[src/rtl/uart_io_ctrl.sv]
// CPU <-> byte-UART glue: buffers received bytes for the CPU and queues CPU
// writes, feeding the UART transmitter one byte per start/busy handshake.
module uart_io_ctrl #(
  parameter int RX_DEPTH = 4,
  parameter int TX_DEPTH = 4
) (
  input  logic       clk,
  input  logic       rst_n,
  input  logic       cpu_w_req,
  input  logic [7:0] cpu_w_data,
  input  logic       cpu_ack,
  output logic       cpu_w_busy,
  output logic       cpu_irr,
  output logic [7:0] cpu_r_data,
  input  logic       rx_ovf_clr,
  output logic       rx_overrun,
  input  logic       uart_rx_valid,
  input  logic [7:0] uart_rx_data,
  output logic       uart_tx_start,
  output logic [7:0] uart_tx_data,
  input  logic       uart_tx_busy
);

  localparam int RX_AW = $clog2(RX_DEPTH);
  localparam int TX_AW = $clog2(TX_DEPTH);
  localparam logic [RX_AW:0] RX_FULL = (RX_AW+1)'(RX_DEPTH);
  localparam logic [TX_AW:0] TX_FULL = (TX_AW+1)'(TX_DEPTH);

  localparam logic [1:0] ST_IDLE = 2'd0;
  localparam logic [1:0] ST_SEND = 2'd1;
  localparam logic [1:0] ST_GAP  = 2'd2;
  localparam logic [1:0] ST_WAIT = 2'd3;

  // ---------------- RX path ----------------
  logic [7:0]       rx_mem [RX_DEPTH];
  logic [RX_AW-1:0] rx_wr_ptr, rx_rd_ptr, rx_rd_next;
  logic [RX_AW:0]   rx_count, rx_count_next;
  logic             rx_full, rx_empty, rx_push, rx_pop, rx_drop;
  logic [7:0]       rx_head_next;

  assign rx_full  = (rx_count == RX_FULL);
  assign rx_empty = (rx_count == '0);
  assign rx_pop   = cpu_ack && !rx_empty;
  assign rx_push  = uart_rx_valid && (!rx_full || rx_pop);
  assign rx_drop  = uart_rx_valid && rx_full && !rx_pop;

  always_comb begin
    rx_count_next = rx_count;
    unique case ({rx_push, rx_pop})
      2'b10:   rx_count_next = rx_count + 1'b1;
      2'b01:   rx_count_next = rx_count - 1'b1;
      default: rx_count_next = rx_count;
    endcase
  end

  assign rx_rd_next = rx_pop ? rx_rd_ptr + 1'b1 : rx_rd_ptr;

  // The head register is loaded with next cycle's head, so a byte arriving
  // into an empty (or just-emptied) FIFO bypasses the memory.
  always_comb begin
    rx_head_next = 8'h00;
    if (rx_count_next == '0)
      rx_head_next = 8'h00;
    else if (rx_push && (rx_empty || (rx_pop && rx_count == 1)))
      rx_head_next = uart_rx_data;
    else
      rx_head_next = rx_mem[rx_rd_next];
  end

  always_ff @(posedge clk) begin
    if (rx_push) rx_mem[rx_wr_ptr] <= uart_rx_data;
  end

  always_ff @(posedge clk or negedge rst_n) begin
    if (!rst_n) begin
      rx_wr_ptr  <= '0;
      rx_rd_ptr  <= '0;
      rx_count   <= '0;
      cpu_irr    <= 1'b0;
      cpu_r_data <= 8'h00;
      rx_overrun <= 1'b0;
    end else begin
      if (rx_push) rx_wr_ptr <= rx_wr_ptr + 1'b1;
      rx_rd_ptr  <= rx_rd_next;
      rx_count   <= rx_count_next;
      cpu_irr    <= (rx_count_next != '0);
      cpu_r_data <= rx_head_next;
      if (rx_drop)
        rx_overrun <= 1'b1;
      else if (rx_ovf_clr)
        rx_overrun <= 1'b0;
    end
  end

  // ---------------- TX path ----------------
  logic [7:0]       tx_mem [TX_DEPTH];
  logic [TX_AW-1:0] tx_wr_ptr, tx_rd_ptr;
  logic [TX_AW:0]   tx_count, tx_count_next;
  logic             tx_push, tx_pop;
  logic [1:0]       tx_state;

  // cpu_w_busy always equals (tx_count == TX_FULL), so it doubles as the full flag;
  // a write while full is dropped even if a pop happens the same cycle.
  assign tx_push = cpu_w_req && !cpu_w_busy;
  assign tx_pop  = (tx_state == ST_IDLE) && (tx_count != '0) && !uart_tx_busy;

  always_comb begin
    tx_count_next = tx_count;
    unique case ({tx_push, tx_pop})
      2'b10:   tx_count_next = tx_count + 1'b1;
      2'b01:   tx_count_next = tx_count - 1'b1;
      default: tx_count_next = tx_count;
    endcase
  end

  always_ff @(posedge clk) begin
    if (tx_push) tx_mem[tx_wr_ptr] <= cpu_w_data;
  end

  always_ff @(posedge clk or negedge rst_n) begin
    if (!rst_n) begin
      tx_wr_ptr  <= '0;
      tx_rd_ptr  <= '0;
      tx_count   <= '0;
      cpu_w_busy <= 1'b0;
    end else begin
      if (tx_push) tx_wr_ptr <= tx_wr_ptr + 1'b1;
      if (tx_pop)  tx_rd_ptr <= tx_rd_ptr + 1'b1;
      tx_count   <= tx_count_next;
      cpu_w_busy <= (tx_count_next == TX_FULL);
    end
  end

  // GAP masks the UART's one-cycle delay between start and busy rising.
  always_ff @(posedge clk or negedge rst_n) begin
    if (!rst_n) begin
      tx_state      <= ST_IDLE;
      uart_tx_start <= 1'b0;
      uart_tx_data  <= 8'h00;
    end else begin
      unique case (tx_state)
        ST_IDLE: begin
          if (tx_pop) begin
            uart_tx_data  <= tx_mem[tx_rd_ptr];
            uart_tx_start <= 1'b1;
            tx_state      <= ST_SEND;
          end
        end
        ST_SEND: begin
          uart_tx_start <= 1'b0;
          tx_state      <= ST_GAP;
        end
        ST_GAP: tx_state <= ST_WAIT;
        ST_WAIT: begin
          if (!uart_tx_busy) tx_state <= ST_IDLE;
        end
        default: tx_state <= ST_IDLE;
      endcase
    end
  end

endmodule

[config.mk]
export PLATFORM = sky130hd
export DESIGN_NAME = uart_io_ctrl
export DESIGN_NICKNAME = d
export VERILOG_FILES = /design/src/rtl/uart_io_ctrl.sv
export SDC_FILE = /design/constraint.sdc
export NUM_CORES = 1
export LEC_CHECK = 0
export ABC_AREA = 1
export CAP_MARGIN = 20
export CORE_ASPECT_RATIO = 0.5
export CORE_MARGIN = 5
export CORE_UTILIZATION = 40
export CTS_CLUSTER_SIZE = 12
export DETAILED_ROUTE_END_ITERATION = 10
export HOLD_SLACK_MARGIN = 0.05
export SLEW_MARGIN = 20
export SYNTH_ARGS = -nofsm -noshare
export SYNTH_HDL_FRONTEND = slang
export SYNTH_SLANG_ARGS = --single-unit
[constraint.sdc]
create_clock -name clk -period 3 [get_ports clk]
set_input_delay 0.6 -clock clk [delete_from_list [all_inputs] [get_ports clk]]
set_output_delay 0.6 -clock clk [all_outputs]
set_load 0.01 [all_outputs]
* Word level (Yosys, flattened, before mapping)
Memories as Yosys holds them, arrays and structs flattened. A register that Yosys moved wholly into a read port is not among the register bits.
Index checks and enable logic that the tools add are counted.
** Storage, ports and cells
- Bits in registers :: 28
- Bits in writable memories :: 64
- Input bits :: 23
- Memories kept :: 2
** Operators by class
- $add $sub $neg :: 8
- Equal/unequal tests :: 12
- Multiplexer cells :: 16
- Reductions and logical operators :: 27
** Memories
- rx_mem :: words 4, width 8, rd ports 1, clocked after Yosys merged registers in 0, wr ports 1, RTL line 35 : logic [7:0] rx_mem [RX_DEPTH];
- tx_mem :: words 4, width 8, rd ports 1, clocked after Yosys merged registers in 1, wr ports 1, RTL line 96 : logic [7:0] tx_mem [TX_DEPTH];
** Operators by type and width (number)
- 2-to-1 mux 8 bit :: 2
- one-hot mux 3 bit (2 select lines) :: 2
- logical AND 1 bit :: 9
- adder 2 x 1 -> 2 bit, second input constant :: 4
- equality test 2 bit, second input constant :: 4
- one-hot mux 2 bit (4 select lines) :: 1
- 2-to-1 mux 1 bit :: 7
- adder 3 x 1 -> 3 bit, second input constant :: 2
- equality test 2 x 1 -> 1 bit, second input constant :: 3
- equality test 3 bit, second input constant :: 2
- zero test 1 bit :: 6
- zero test 3 bit :: 2
- 2-to-1 mux 2 bit :: 3
- AND reduction 2 bit :: 3
- nonzero test 3 bit :: 2
- subtractor 3 x 1 -> 3 bit, second input constant :: 2
- inequality test 2 bit, second input constant :: 2
- nonzero test 2 bit :: 2
- equality test 3 x 1 -> 1 bit, second input constant :: 1
- zero test 2 bit :: 1
- logical OR 1 bit :: 2
- one-hot mux 1 bit (2 select lines) :: 1

* Depth between registers and ports, before layout
- Word-level depth :: 9
- Mapped depth :: 14
- Depth with buffers taken out :: 14

* Least setup slack after synthesis
OpenSTA, ideal clock, no wires.
- Kind :: reg-to-reg
- Start point :: register tx_state[0]
- End point :: register cpu_w_busy
- Setup time :: 127 ps
- Arrival time :: 2257 ps
- Required time :: 2873 ps
- Slack :: 617 ps
- Stages on the path, launching flop included :: 15
- Path buffers :: 1
- Clock period less this slack :: 2383 ps
- Cells stage by stage :: dfrtp_1 > inv_1 > ha_1 > inv_1 > nor2_1 > nand2_1 > clkinv_1 > buf_2 > ha_1 > inv_1 > fa_1 > a21oi_1 > o21ai_0 > xor2_1 > nor3b_1
** On the way
- Word-level cells in the longest chain between the ends :: 6
- Elaborated cells on any way between the ends :: 7
** Ends and longest elaborated chain
- start, declared :: RTL line 100 : logic [1:0] tx_state;
- start signal, assigned :: RTL line 137 : tx_state <= ST_IDLE;
- start signal, assigned :: RTL line 146 : tx_state <= ST_SEND;
- start signal, assigned :: RTL line 151 : tx_state <= ST_GAP;
- zero test 2 bit (*) :: RTL line 105 : assign tx_pop = (tx_state == ST_IDLE) && (tx_count != '0) && !uart_tx_busy;
- logical AND 1 bit (*) (2 in a row) :: RTL line 105
- via tx_pop :: RTL line 99 : logic tx_push, tx_pop;
- equality test 2 x 1 -> 1 bit / equality test 2 bit (equally long branches) :: RTL line 109 : unique case ({tx_push, tx_pop})
- one-hot mux 3 bit (2 select lines) (*) :: RTL line 109
- via tx_count_next[2] :: RTL line 98 : logic [TX_AW:0] tx_count, tx_count_next;
- equality test 3 bit (*) :: RTL line 130 : cpu_w_busy <= (tx_count_next == TX_FULL);
- end signal, assigned :: RTL line 130
- end, declared :: RTL line 12 : output logic cpu_w_busy,
The timed path passes the listed nets; every way through them passes the cells marked *.
A chain may end at the register's enable or synchronous reset.

* Final worst setup path
- Start point :: register rx_count[0]
- End point :: register cpu_r_data[6]
** On the way
- Word-level cells in the longest chain between the ends :: 9
- Elaborated cells on any way between the ends :: 21
** Ends and longest elaborated chain
- start, declared :: RTL line 37 : logic [RX_AW:0] rx_count, rx_count_next;
- start signal, assigned :: RTL line 85 : rx_count <= rx_count_next;
- zero test 3 bit :: RTL line 42 : assign rx_empty = (rx_count == '0);
- zero test 1 bit :: RTL line 43 : assign rx_pop = cpu_ack && !rx_empty;
- logical AND 1 bit :: RTL line 43
- logical OR 1 bit (*) :: RTL line 44 : assign rx_push = uart_rx_valid && (!rx_full || rx_pop);
- logical AND 1 bit (*) :: RTL line 44
- via rx_push :: RTL line 38 : logic rx_full, rx_empty, rx_push, rx_pop, rx_drop;
- equality test 2 x 1 -> 1 bit / equality test 2 bit (equally long branches) :: RTL line 49 : unique case ({rx_push, rx_pop})
- one-hot mux 3 bit (2 select lines) (*) :: RTL line 49
- via rx_count_next[0] :: RTL line 37
- zero test 3 bit (*) :: RTL line 62 : if (rx_count_next == '0)
- 2-to-1 mux 8 bit (*) :: RTL line 62
- via rx_head_next[6] :: RTL line 39 : logic [7:0] rx_head_next;
- end signal, assigned :: RTL line 87 : cpu_r_data <= rx_head_next;
- end, declared :: RTL line 14 : output logic [7:0] cpu_r_data,
Marked as above.

==> run metrics <==
pwr dens=993 nW/um^2; I/O Buffers=42; Met3 Wirelength=466 um; largest area contributor in the netlist=edfxtp_1; Initial Util=40.4%; share of layout cells above drive strength 1=9.61%; worst setup path start=rx_count[0]; sequential fraction of the synthesis area=64.3%; met1 wire length=3790 um; Skew-Pair Late Insertion Delay=0.34 ns; Synth top area share=43.7%; ANT nets after route=0; Reg2Reg Setup Slack=0.52 ns; Total GRT Usage=14.0%; worst hold path class=primary input to asynchronous set/reset pin; final setup skew=0.00811 ns; Async SR Flop Fraction=36.0%; Slowest cell on crit path=dfrtp_1; post-CTS setup buffers=0; Clock transition at path regs=0.07 ns; Syn Inst Count=398; wire per inst=14.2 um; core area=10900 um^2; H-tree depth=3; initial antenna violation count=0; Clock Tree Buf Depth=2; cts bufs inserted=9; ANT cells=0; Max transition margin=40.3%; # nets final=497; Post-synth top cells=edfxtp_1, nand2_1, nor2_1; fmax=0.403 GHz; Synth area leaders=edfxtp_1, dfrtp_1, ha_1; compound-gate portion of the synthesized area=5.50%; status=finished, final reports clean; # placed instances=587; Crit Path Max Fanout=9; Worst Path Required=3.23 ns; Yosys cell types=29; Final Hold Fails=0; Post-Synth XOR/XNOR Area=0.997%; vias in the first global route=2829; CTS tree=yes; Levels on crit path=12; Synth Area in Adders=6.15%; crit-path most repeated cell=nand2_1; Critical Path End Type=flip-flop; CTS resizes=0; uppermost routed layer=met4; mapped cell area=4390 um^2; post-route clock period utilization=82.7%; TritonCTS Sinks=100; Setup violations, final=0; hpwl dp=5540 um; Lkg Pwr=2.21 nW; met2 routed WL=4200 um; largest family of logic cells by synthesized area=simple AND/OR/NAND/NOR gates; Root Driver=clkbuf_16; Tmin final=2.48 ns; slew at the pin closest to its max-slew limit=0.896 ns; CP endpoint=cpu_r_data[6]; drt drc=0; io pins=43; FP Rows=27; gr ovfl total=0; Post-CTS Hold Buffers=0; R2R Path End=cpu_r_data[6]; mux share of post-synthesis cell area=0%; most numerous cell in the Yosys netlist=edfxtp_1; worst reg-to-reg path cell count=12; largest net degree at the start of global routing=37; Placer Congestion=0.807; Max VDD drop=0.342 mV; worst stage delay on the critical path=0.43 ns; Syn-to-layout area delta=20.3%; EDFF count, synth=64; max-slew violations=0; drt pass-1 iters=4; Synth Flop Type=edfxtp_1; Startpoint Class=flip-flop; Setup CP Type=flip-flop to flip-flop; die height=84.1 um; Yosys Warn Count=0; worst-path cell chain=inv_1 > ha_1 > nand2_1 > nand2_1 > inv_1 > ha_1 > o21ai_0 > o21ai_0 > nor2_1 > nand2_1 > nand2_1 > a21oi_2; starting DRC count in detailed routing=147; delay-heaviest family, CP=simple AND/OR/NAND/NOR gates; Max Cap Viol=0; Post-Synth Simple-Gate Area=17.5%; final WL=8560 um; RSZ-0062 raised after global routing=false; Avg Cell Area, Syn=11.0 um^2; Crit path buffers/inverters=2; via/cell ratio=4.64; Die Wd=158 um; CP arrival=2.71 ns; Synth Register Bits=100; first-pass GRT wire length=14300 um; die area=13300 um^2; via count=2797; final instance count without filler cells=603; Mapped Nets=442; worst reg2reg path startpoint=rx_count[0]; TNS Setup=0 ns
state kept, by name (all words and copies together), names as in the netlist, 3 cells and up:
signal        flops
tx_count          3
uart_tx_data      8
cpu_r_data        8
tx_mem           32
rx_count          3
rx_mem           32
how the worst min path moves through the flow:
stage                              from       endpoint  slack (ns)
after floorplan                   rst_n        cpu_irr        0.30
after global placement      tx_count[0]    tx_count[0]        0.53
after detailed placement  uart_tx_start  uart_tx_start        0.52
after CTS                         rst_n  cpu_r_data[5]        0.41
after global routing              rst_n  cpu_r_data[5]        0.44
final                             rst_n  cpu_r_data[5]        0.37
metal layers:
layer  vias to the layer above  global-route usage [%]
met5                         -                       0
met4                         0                    4.18
met3                         9                    4.35
met2                        62                    23.3
met1                      1299                    17.6
li1                       1427                       -
logic make-up (layout without fill, tap and decap cells):
group	after synthesis	count (layout)
buffers and inverters	56	116
xor gates and xnor gates	5	5
AOI/OAI and AO/OA	45	45
and+or+nand+nor	171	171
adders and majority gates	21	21
DFF	100	100
layout by cell type (no fill, tap or decap), drive strengths merged:
master / n
clkinv: 5
clkinvlp: 1
ha: 20
nor2: 60
xnor2: 1
a31oi: 9
dfrtp: 36
xor2: 4
clkbuf: 9
edfxtp: 64
fa: 1
inv: 49
o21ai: 22
nor3: 2
buf: 11
clkdlybuf4s50: 41
a21oi: 13
o22ai: 1
nor3b: 1
nand2: 73
nand3: 33
nand4: 2
power by group:
group / switching [mW] / total (mW) / internal (mW)
Combinational: 1.20 / 2.00 / 0.803
Sequential: 0.245 / 2.14 / 1.90
Clock: 0.531 / 1.11 / 0.576
metrics by stage:
| step | area, um^2 | setup slack [ns] | total power, mW | hold WS (ns) | utilization, % |
|---|---|---|---|---|---|
| floorplan | 4390 | 0.617 | 3.51 | 0.304 | - |
| global placement | 5000 | 0.332 | 4.16 | 0.529 | 46.0 |
| CTS | 5290 | 0.502 | 5.32 | 0.409 | 48.6 |
| finish | 5290 | 0.520 | 5.25 | 0.374 | 48.6 |
| global route | 5290 | 0.282 | 5.69 | 0.441 | 48.6 |
| detailed placement | 5000 | 0.195 | 4.21 | 0.524 | 46.0 |
final cells by class:
type / instances / area (um^2)
clock inverter: 7 / 60.1
fill: 998 / 5590
tap: 145 / 181
sequential: 100 / 2820
clock buffer: 9 / 225
multi-input combinational: 242 / 1330
timing repair buffer: 52 / 490
inverter: 48 / 180
No activity file was read; power rests on OpenSTA's default activity.
